===== config.mk =====
export PLATFORM = sky130hd
export DESIGN_NAME = muldiv_sequencer_flat
export DESIGN_NICKNAME = d
export VERILOG_FILES = /design/src/rtl/muldiv_sequencer_if.sv /design/src/rtl/muldiv_sequencer.sv /design/src/flat_wrapper.sv
export SDC_FILE = /design/constraint.sdc
export NUM_CORES = 1
export LEC_CHECK = 0
export ABC_AREA = 1
export CORE_ASPECT_RATIO = 0.9
export CORE_MARGIN = 2
export CORE_UTILIZATION = 41
export CTS_BUF_LIST = sky130_fd_sc_hd__clkbuf_8
export DETAILED_ROUTE_END_ITERATION = 6
export SKIP_CTS_REPAIR_TIMING = 1
export SYNTH_ARGS = -nofsm -noshare
export SYNTH_HDL_FRONTEND = slang
export SYNTH_SLANG_ARGS = --single-unit

===== constraint.sdc =====
create_clock -name clk -period 10.7 [get_ports clk]
set_input_delay 2.14 -clock clk [delete_from_list [all_inputs] [get_ports clk]]
set_output_delay 2.14 -clock clk [all_outputs]
set_load 0.02 [all_outputs]

===== src/rtl/muldiv_sequencer_if.sv =====
// Request/response bundle between the execute stage and the RV32M sequencer.
// Latency: none, wires only.
// Backpressure: the sequencer drives stall; the requester holds start until it deasserts.
interface muldiv_sequencer_if;
    logic        start;
    logic [4:0]  alu_ctl;
    logic [31:0] op_a;
    logic [31:0] op_b;
    logic        flush;
    logic        stall;
    logic        busy;
    logic        done;
    logic [31:0] result;

    modport master (
        output start, alu_ctl, op_a, op_b, flush,
        input  stall, busy, done, result
    );

    modport slave (
        input  start, alu_ctl, op_a, op_b, flush,
        output stall, busy, done, result
    );
endinterface


===== src/rtl/muldiv_sequencer.sv =====
// Iterative RV32M multiply/divide sequencer (shift-add multiply, restoring divide).
// Latency: done 33 cycles after accept, 1 cycle for divide-by-zero / signed overflow.
// Backpressure: stall holds the pipeline from accept through the last iteration; starts while busy are ignored.
module muldiv_sequencer #(
    parameter int XLEN = 32,
    parameter int ITER = 32
) (
    input  logic             clk,
    input  logic             rst,
    muldiv_sequencer_if.slave bus
);
    localparam int CW = $clog2(ITER);
    localparam logic [CW-1:0] LAST = CW'(ITER - 1);

    localparam logic [4:0] OP_MUL    = 5'b00010;
    localparam logic [4:0] OP_MULH   = 5'b00011;
    localparam logic [4:0] OP_MULHSU = 5'b00100;
    localparam logic [4:0] OP_MULHU  = 5'b00101;
    localparam logic [4:0] OP_DIV    = 5'b00110;
    localparam logic [4:0] OP_DIVU   = 5'b00111;
    localparam logic [4:0] OP_REM    = 5'b01000;
    localparam logic [4:0] OP_REMU   = 5'b01001;

    typedef enum logic [1:0] {S_IDLE, S_CALC, S_DONE} state_t;

    state_t              r_state;
    logic [CW-1:0]       r_cnt;
    logic [4:0]          r_op;
    logic                r_neg;      // product / quotient needs negation
    logic                r_rneg;     // remainder takes the dividend's sign
    logic [2*XLEN-1:0]   r_acc;      // product accumulator
    logic [2*XLEN-1:0]   r_mcand;    // multiplicand, shifted left each step
    logic [XLEN-1:0]     r_mplier;   // multiplier, shifted right each step
    logic [XLEN-1:0]     r_rem;      // partial remainder
    logic [XLEN-1:0]     r_quo;      // dividend shifts out, quotient shifts in
    logic [XLEN-1:0]     r_dvsr;
    logic [XLEN-1:0]     r_result;
    logic [XLEN-1:0]     r_prev;     // result before the last load, restored on flush in DONE
    logic                r_done;

    logic                w_code_ok;
    logic                w_is_div;
    logic                w_a_neg;
    logic                w_b_neg;
    logic [XLEN-1:0]     w_mag_a;
    logic [XLEN-1:0]     w_mag_b;
    logic                w_div0;
    logic                w_ovf;
    logic [XLEN-1:0]     w_fast_res;
    logic                w_accept;
    logic [2*XLEN-1:0]   w_acc_nx;
    logic [XLEN:0]       w_rem_sh;
    logic                w_qbit;
    logic [XLEN-1:0]     w_rem_nx;
    logic [XLEN-1:0]     w_quo_nx;
    logic [2*XLEN-1:0]   w_prod;
    logic [XLEN-1:0]     w_calc_res;

    // Decode the incoming request: validity, signedness, magnitudes and fast-path cases.
    always_comb begin
        w_code_ok = bus.alu_ctl inside {[OP_MUL:OP_REMU]};
        w_is_div  = bus.alu_ctl inside {OP_DIV, OP_DIVU, OP_REM, OP_REMU};
        w_a_neg   = (bus.alu_ctl inside {OP_MULH, OP_MULHSU, OP_DIV, OP_REM}) & bus.op_a[XLEN-1];
        w_b_neg   = (bus.alu_ctl inside {OP_MULH, OP_DIV, OP_REM}) & bus.op_b[XLEN-1];
        w_mag_a   = w_a_neg ? -bus.op_a : bus.op_a;
        w_mag_b   = w_b_neg ? -bus.op_b : bus.op_b;
        w_div0    = w_is_div & (bus.op_b == '0);
        w_ovf     = (bus.alu_ctl inside {OP_DIV, OP_REM}) &
                    (bus.op_a == {1'b1, {(XLEN-1){1'b0}}}) & (bus.op_b == '1);
        w_fast_res = '0;
        if (w_div0)
            w_fast_res = (bus.alu_ctl inside {OP_DIV, OP_DIVU}) ? '1 : bus.op_a;
        else if (w_ovf)
            w_fast_res = (bus.alu_ctl == OP_DIV) ? {1'b1, {(XLEN-1){1'b0}}} : '0;
        // flush wins over start in IDLE
        w_accept  = (r_state == S_IDLE) & bus.start & w_code_ok & ~bus.flush;
    end

    // One multiply step and one restoring-divide step, plus sign-corrected final result.
    always_comb begin
        w_acc_nx = r_mplier[0] ? (r_acc + r_mcand) : r_acc;
        w_rem_sh = {r_rem, r_quo[XLEN-1]};
        w_qbit   = (w_rem_sh >= {1'b0, r_dvsr});
        // when the trial subtraction succeeds the difference fits in XLEN bits
        w_rem_nx = w_qbit ? (w_rem_sh[XLEN-1:0] - r_dvsr) : w_rem_sh[XLEN-1:0];
        w_quo_nx = {r_quo[XLEN-2:0], w_qbit};
        w_prod   = r_neg ? -w_acc_nx : w_acc_nx;
        case (r_op)
            OP_MUL:                         w_calc_res = w_prod[XLEN-1:0];
            OP_MULH, OP_MULHSU, OP_MULHU:   w_calc_res = w_prod[2*XLEN-1:XLEN];
            OP_DIV, OP_DIVU:                w_calc_res = r_neg ? -w_quo_nx : w_quo_nx;
            default:                        w_calc_res = r_rneg ? -w_rem_nx : w_rem_nx;
        endcase
    end

    // Sequencer FSM and datapath registers.
    always_ff @(posedge clk or posedge rst) begin
        if (rst) begin
            r_state  <= S_IDLE;
            r_cnt    <= '0;
            r_op     <= '0;
            r_neg    <= 1'b0;
            r_rneg   <= 1'b0;
            r_acc    <= '0;
            r_mcand  <= '0;
            r_mplier <= '0;
            r_rem    <= '0;
            r_quo    <= '0;
            r_dvsr   <= '0;
            r_result <= '0;
            r_prev   <= '0;
            r_done   <= 1'b0;
        end else begin
            r_done <= 1'b0;
            case (r_state)
                S_IDLE: begin
                    if (w_accept) begin
                        r_op     <= bus.alu_ctl;
                        r_cnt    <= '0;
                        r_neg    <= w_a_neg ^ w_b_neg;
                        r_rneg   <= w_a_neg;
                        r_acc    <= '0;
                        r_mcand  <= {{XLEN{1'b0}}, w_mag_a};
                        r_mplier <= w_mag_b;
                        r_rem    <= '0;
                        r_quo    <= w_mag_a;
                        r_dvsr   <= w_mag_b;
                        if (w_div0 | w_ovf) begin
                            r_prev   <= r_result;
                            r_result <= w_fast_res;
                            r_done   <= 1'b1;
                            r_state  <= S_DONE;
                        end else begin
                            r_state  <= S_CALC;
                        end
                    end
                end
                S_CALC: begin
                    if (bus.flush) begin
                        r_state <= S_IDLE;
                    end else begin
                        r_acc    <= w_acc_nx;
                        r_mcand  <= {r_mcand[2*XLEN-2:0], 1'b0};
                        r_mplier <= {1'b0, r_mplier[XLEN-1:1]};
                        r_rem    <= w_rem_nx;
                        r_quo    <= w_quo_nx;
                        r_cnt    <= r_cnt + 1'b1;
                        if (r_cnt == LAST) begin
                            r_prev   <= r_result;
                            r_result <= w_calc_res;
                            r_done   <= 1'b1;
                            r_state  <= S_DONE;
                        end
                    end
                end
                S_DONE: begin
                    r_state <= S_IDLE;
                    if (bus.flush)
                        r_result <= r_prev;
                end
                default: r_state <= S_IDLE;
            endcase
        end
    end

    // Status outputs; a flush in the DONE cycle suppresses the pulse.
    always_comb begin
        bus.stall  = ~rst & (w_accept | (r_state == S_CALC));
        bus.busy   = (r_state != S_IDLE);
        bus.done   = r_done & ~bus.flush;
        bus.result = r_result;
    end
endmodule


===== src/flat_wrapper.sv =====
// flat-port wrapper written by rule: the top's interface ports become plain ports
module muldiv_sequencer_flat 
#(
    parameter int XLEN = 32,
    parameter int ITER = 32
)
  (clk, rst, bus_start, bus_alu_ctl, bus_op_a, bus_op_b, bus_flush, bus_stall, bus_busy, bus_done, bus_result);
  muldiv_sequencer_if bus_i ();
  input  logic clk;
  input  logic rst;
  input wire logic [$bits(bus_i.start)-1:0] bus_start;
  input wire logic [$bits(bus_i.alu_ctl)-1:0] bus_alu_ctl;
  input wire logic [$bits(bus_i.op_a)-1:0] bus_op_a;
  input wire logic [$bits(bus_i.op_b)-1:0] bus_op_b;
  input wire logic [$bits(bus_i.flush)-1:0] bus_flush;
  output wire logic [$bits(bus_i.stall)-1:0] bus_stall;
  output wire logic [$bits(bus_i.busy)-1:0] bus_busy;
  output wire logic [$bits(bus_i.done)-1:0] bus_done;
  output wire logic [$bits(bus_i.result)-1:0] bus_result;
  assign bus_i.start = bus_start;
  assign bus_i.alu_ctl = bus_alu_ctl;
  assign bus_i.op_a = bus_op_a;
  assign bus_i.op_b = bus_op_b;
  assign bus_i.flush = bus_flush;
  assign bus_stall = bus_i.stall;
  assign bus_busy = bus_i.busy;
  assign bus_done = bus_i.done;
  assign bus_result = bus_i.result;
  muldiv_sequencer #(.XLEN(XLEN), .ITER(ITER)) u_core (.clk(clk), .rst(rst), .bus(bus_i));
endmodule

==> impl_metrics.json <==
{
  "clk_latency_ns": 0.71,
  "die_width_um": 289,
  "yosys_most_used_dff": "dfrtp_1",
  "core_footprint_sq_um": 72800,
  "netlist_instances": 4932,
  "cts_sinks": 335,
  "area_used_by_sequential_logic_in_the_layout_sq_um": 8390,
  "num-fill-cells": 7878,
  "ant_nets": 0,
  "power_per_cell_area_nw_per_um2": 366,
  "post_layout_total_power_mw": 12.2,
  "finalSetupTns_ns": 0,
  "worst_case_clock_skew_ns": 0.0623,
  "count_of_unresolved_drc_violations_after_routing": 12,
  "report.final.setup_viol": 0,
  "final.period_utilization": 0.567,
  "post_synth.cell_area_avg_sq_um": 6.09,
  "yosys.area.top_type_share": 0.279,
  "cp.arrival_ns": 3.93,
  "slew_violations": 0,
  "area_delta_synth_final_pct": 11.1,
  "grt_pass1_wl_mm": 187,
  "timing.max_slew.rel_slack": 0.247,
  "antenna_found_initial": 4,
  "die_height_um": 261,
  "max-cap-violations": 0,
  "first_pass_iters": 7,
  "synth.top_cells.by_area": "dfrtp_1 28%, nand2_1 20%, inv_1 10%, nand3_1 7.0%, nor2_1 5.0%",
  "crit_chain": "clkdlybuf4s50_1 > nor2_1 > a21oi_1 > nand2_1 > a21oi_1 > clkdlybuf4s50_1",
  "multi_input_area_sq_um": 17900,
  "worstSetupStartpointType": "input pin",
  "critical_path_class": "in -> out",
  "netlist.top_cell.by_area": "dfrtp_1",
  "largest_vdd_supply_drop_mv": 0.234,
  "wl_mm": 125,
  "setup_ws_ns": 4.63,
  "io_buffer_count": 107,
  "first_global_vias": 29089,
  "yosys_warnings": 0,
  "max_slew.worst_pin.slew_ns": 1.13,
  "vias": 32519,
  "viasPerCell": 5.42,
  "detail_route.iter0.violations": 3843,
  "syn_nets": 5114,
  "run_status": "finished with violations",
  "min_period_ns": 6.07,
  "critPathSlowestCell": "clkdlybuf4s50_1",
  "wirelength_met1_mm": 62.8,
  "cp_data_required_time_ns": 8.56,
  "ys_seq_area_frac": 0.279,
  "postSynthRegisterBits": 335,
  "post_synth_instance_area_sq_um": 30000,
  "detailedPlace.worstSlack_ns": 4.68,
  "ys_types": 63,
  "grt_remaining_overflow": 0,
  "wl_per_cell_um": 20.9,
  "floorplan.initialDensity": 0.413,
  "clock_buffer_depth": 3,
  "htree_num_levels": 3,
  "ctsRootBufferMaster": "clkbuf_8",
  "gp_congestion": 1.01,
  "drive_gt1_frac": 0.0628,
  "highest-signal-layer": "met5",
  "hold_class": "reg -> reg",
  "tritoncts.num_buffers": 68,
  "num-nets-final": 5166,
  "element_type_at_the_critical_path_end": "output port",
  "report.final.hold_viol_count": 0,
  "power.leakage_nw": 17.5,
  "track_usage": 0.330,
  "tritoncts": "built",
  "unrepaired_setup_endpoints_after_global_routing": "false",
  "maximum_number_of_pins_on_one_net_before_global_route_repair": 165,
  "maximum_clock_frequency_ghz": 0.165,
  "worstPathMaxFanout": 5,
  "detailedPlacementHpwl_mm": 98.1,
  "floorplan.rows": 94,
  "dr_wl_met3_mm": 13.3,
  "async_flop_share": 1.00,
  "ioPinCount": 108,
  "design.die.area_sq_um": 75400,
  "violations": "design-rule violations",
  "number_of_enable_type_register_cells_in_the_synthesized_netlist": 0,
  "cts.reportedPaths.clkPinSlew_ns": 0.07,
  "routed-wl-met2_mm": 46.6,
  "worst_path_largest_cell_delay_ns": 0.63
}
## cell usage after synthesis (15+ instances only)
master / n
clkbuf_1: 102
nor2_1: 398
buf_1: 24
o211ai_1: 26
o21ai_1: 19
xor2_1: 44
o21bai_1: 32
nand3_2: 19
o221ai_1: 64
nand3_1: 423
buf_2: 24
o21ai_0: 228
mux2_2: 29
nor2_2: 27
nand2_1: 1633
ha_1: 107
nand4_1: 64
o22ai_1: 80
inv_1: 812
nor4_1: 15
nand2_2: 40
a21oi_1: 223
nor3_1: 37
dfrtp_1: 335
## area by class of cell
type / instances / area share
diodes: 2 / 0.000150
clock buffers: 85 / 0.0350
clock inverters: 34 / 0.00746
inverters: 826 / 0.0931
multi-input cells: 3615 / 0.538
flip-flops and latches: 335 / 0.251
well taps: 960 / 0.0360
repair buffers: 138 / 0.0394
## worst paths after layout
path	cells after the start	slack [ns]	startpoint	to
worst max-delay path	6	4.63	bus_alu_ctl[3]	bus_stall
worst min-delay path	2	0.47	u_core.r_quo[28]	u_core.r_quo[29]
worst max register to register	30	5.22	u_core.r_rem[15]	u_core.bus.result[30]
worst min register to register	2	0.47	u_core.r_quo[28]	u_core.r_quo[29]
max in group asynchronous	4	7.09	rst	u_core.r_mcand[60]
min in group asynchronous	3	2.02	rst	u_core.r_dvsr[25]
## metrics by stage
step / instances / instance area [sq um] / util / hold slack [ns]
detailed placement: 5874 / 32000 / 0.439 / 0.474
CTS: 5993 / 33400 / 0.458 / 0.474
finish: 5995 / 33400 / 0.459 / 0.475
global route: 5994 / 33400 / 0.458 / 0.499
floorplan: 4932 / 30000 / - / 0.453
global placement: 5874 / 32000 / 0.439 / 0.466
## where the power goes
| part | leakage [nW] | internal, mW | switching, mW |
|---|---|---|---|
| Clock | 0.773 | 0.772 | 0.669 |
| Combinational | 12.5 | 2.43 | 6.05 |
| Sequential | 4.31 | 1.83 | 0.462 |
| Total | 17.5 | 5.03 | 7.18 |
## cell usage in the layout, fill, tap and decap left out, types with 80 or more instances in the layout
cell and instances:
nor2_1 395, inv_1 823, nand3_1 423, a21oi_1 222, o22ai_1 80, dfrtp_1 333
clkdlybuf4s50_1 107, nand2_1 1633, clkbuf_8 85, ha_1 106, o21ai_0 228
## state kept, by name, indices dropped and copies added, names as in the netlist
name               cells
u_core.bus.result     32
u_core.r_acc          64
u_core.r_cnt           5
u_core.r_done          1
u_core.r_dvsr         32
u_core.r_mcand        64
u_core.r_mplier       32
u_core.r_neg           1
u_core.r_op            5
u_core.r_prev         32
u_core.r_quo          32
u_core.r_rem          32
u_core.r_rneg          1
u_core.r_state         2
## routing by layer
metal | vias up | global-route usage
met2 | 1372 | 0.424
met5 | - | 0
li1 | 15901 | -
met3 | 147 | 0.0872
met1 | 15097 | 0.530
met4 | 2 | 0.0760
## critical path, delay by kind of cell
kind | cells | cell delay (ns)
buf+inv | 2 | 1.20
compound gates | 2 | 0.34
simple gates | 2 | 0.26
## cell families (layout without fill, tap and decap cells)
kind of cell             after synthesis  after routing  share of synthesized area
flip-flops                           335            335                      0.279
other                                  0              2                          0
adder cells (fa/ha/maj)              109            109                     0.0459
buffers and inverters                982           1083                      0.125
AND/OR/NAND/NOR                     2705           2705                      0.382
multiplexers                          29             29                     0.0109
XOR/XNOR                              49             49                     0.0143
AO/OA/AOI/OAI                        723            723                      0.142
Power figures use the tool's default switching activity.
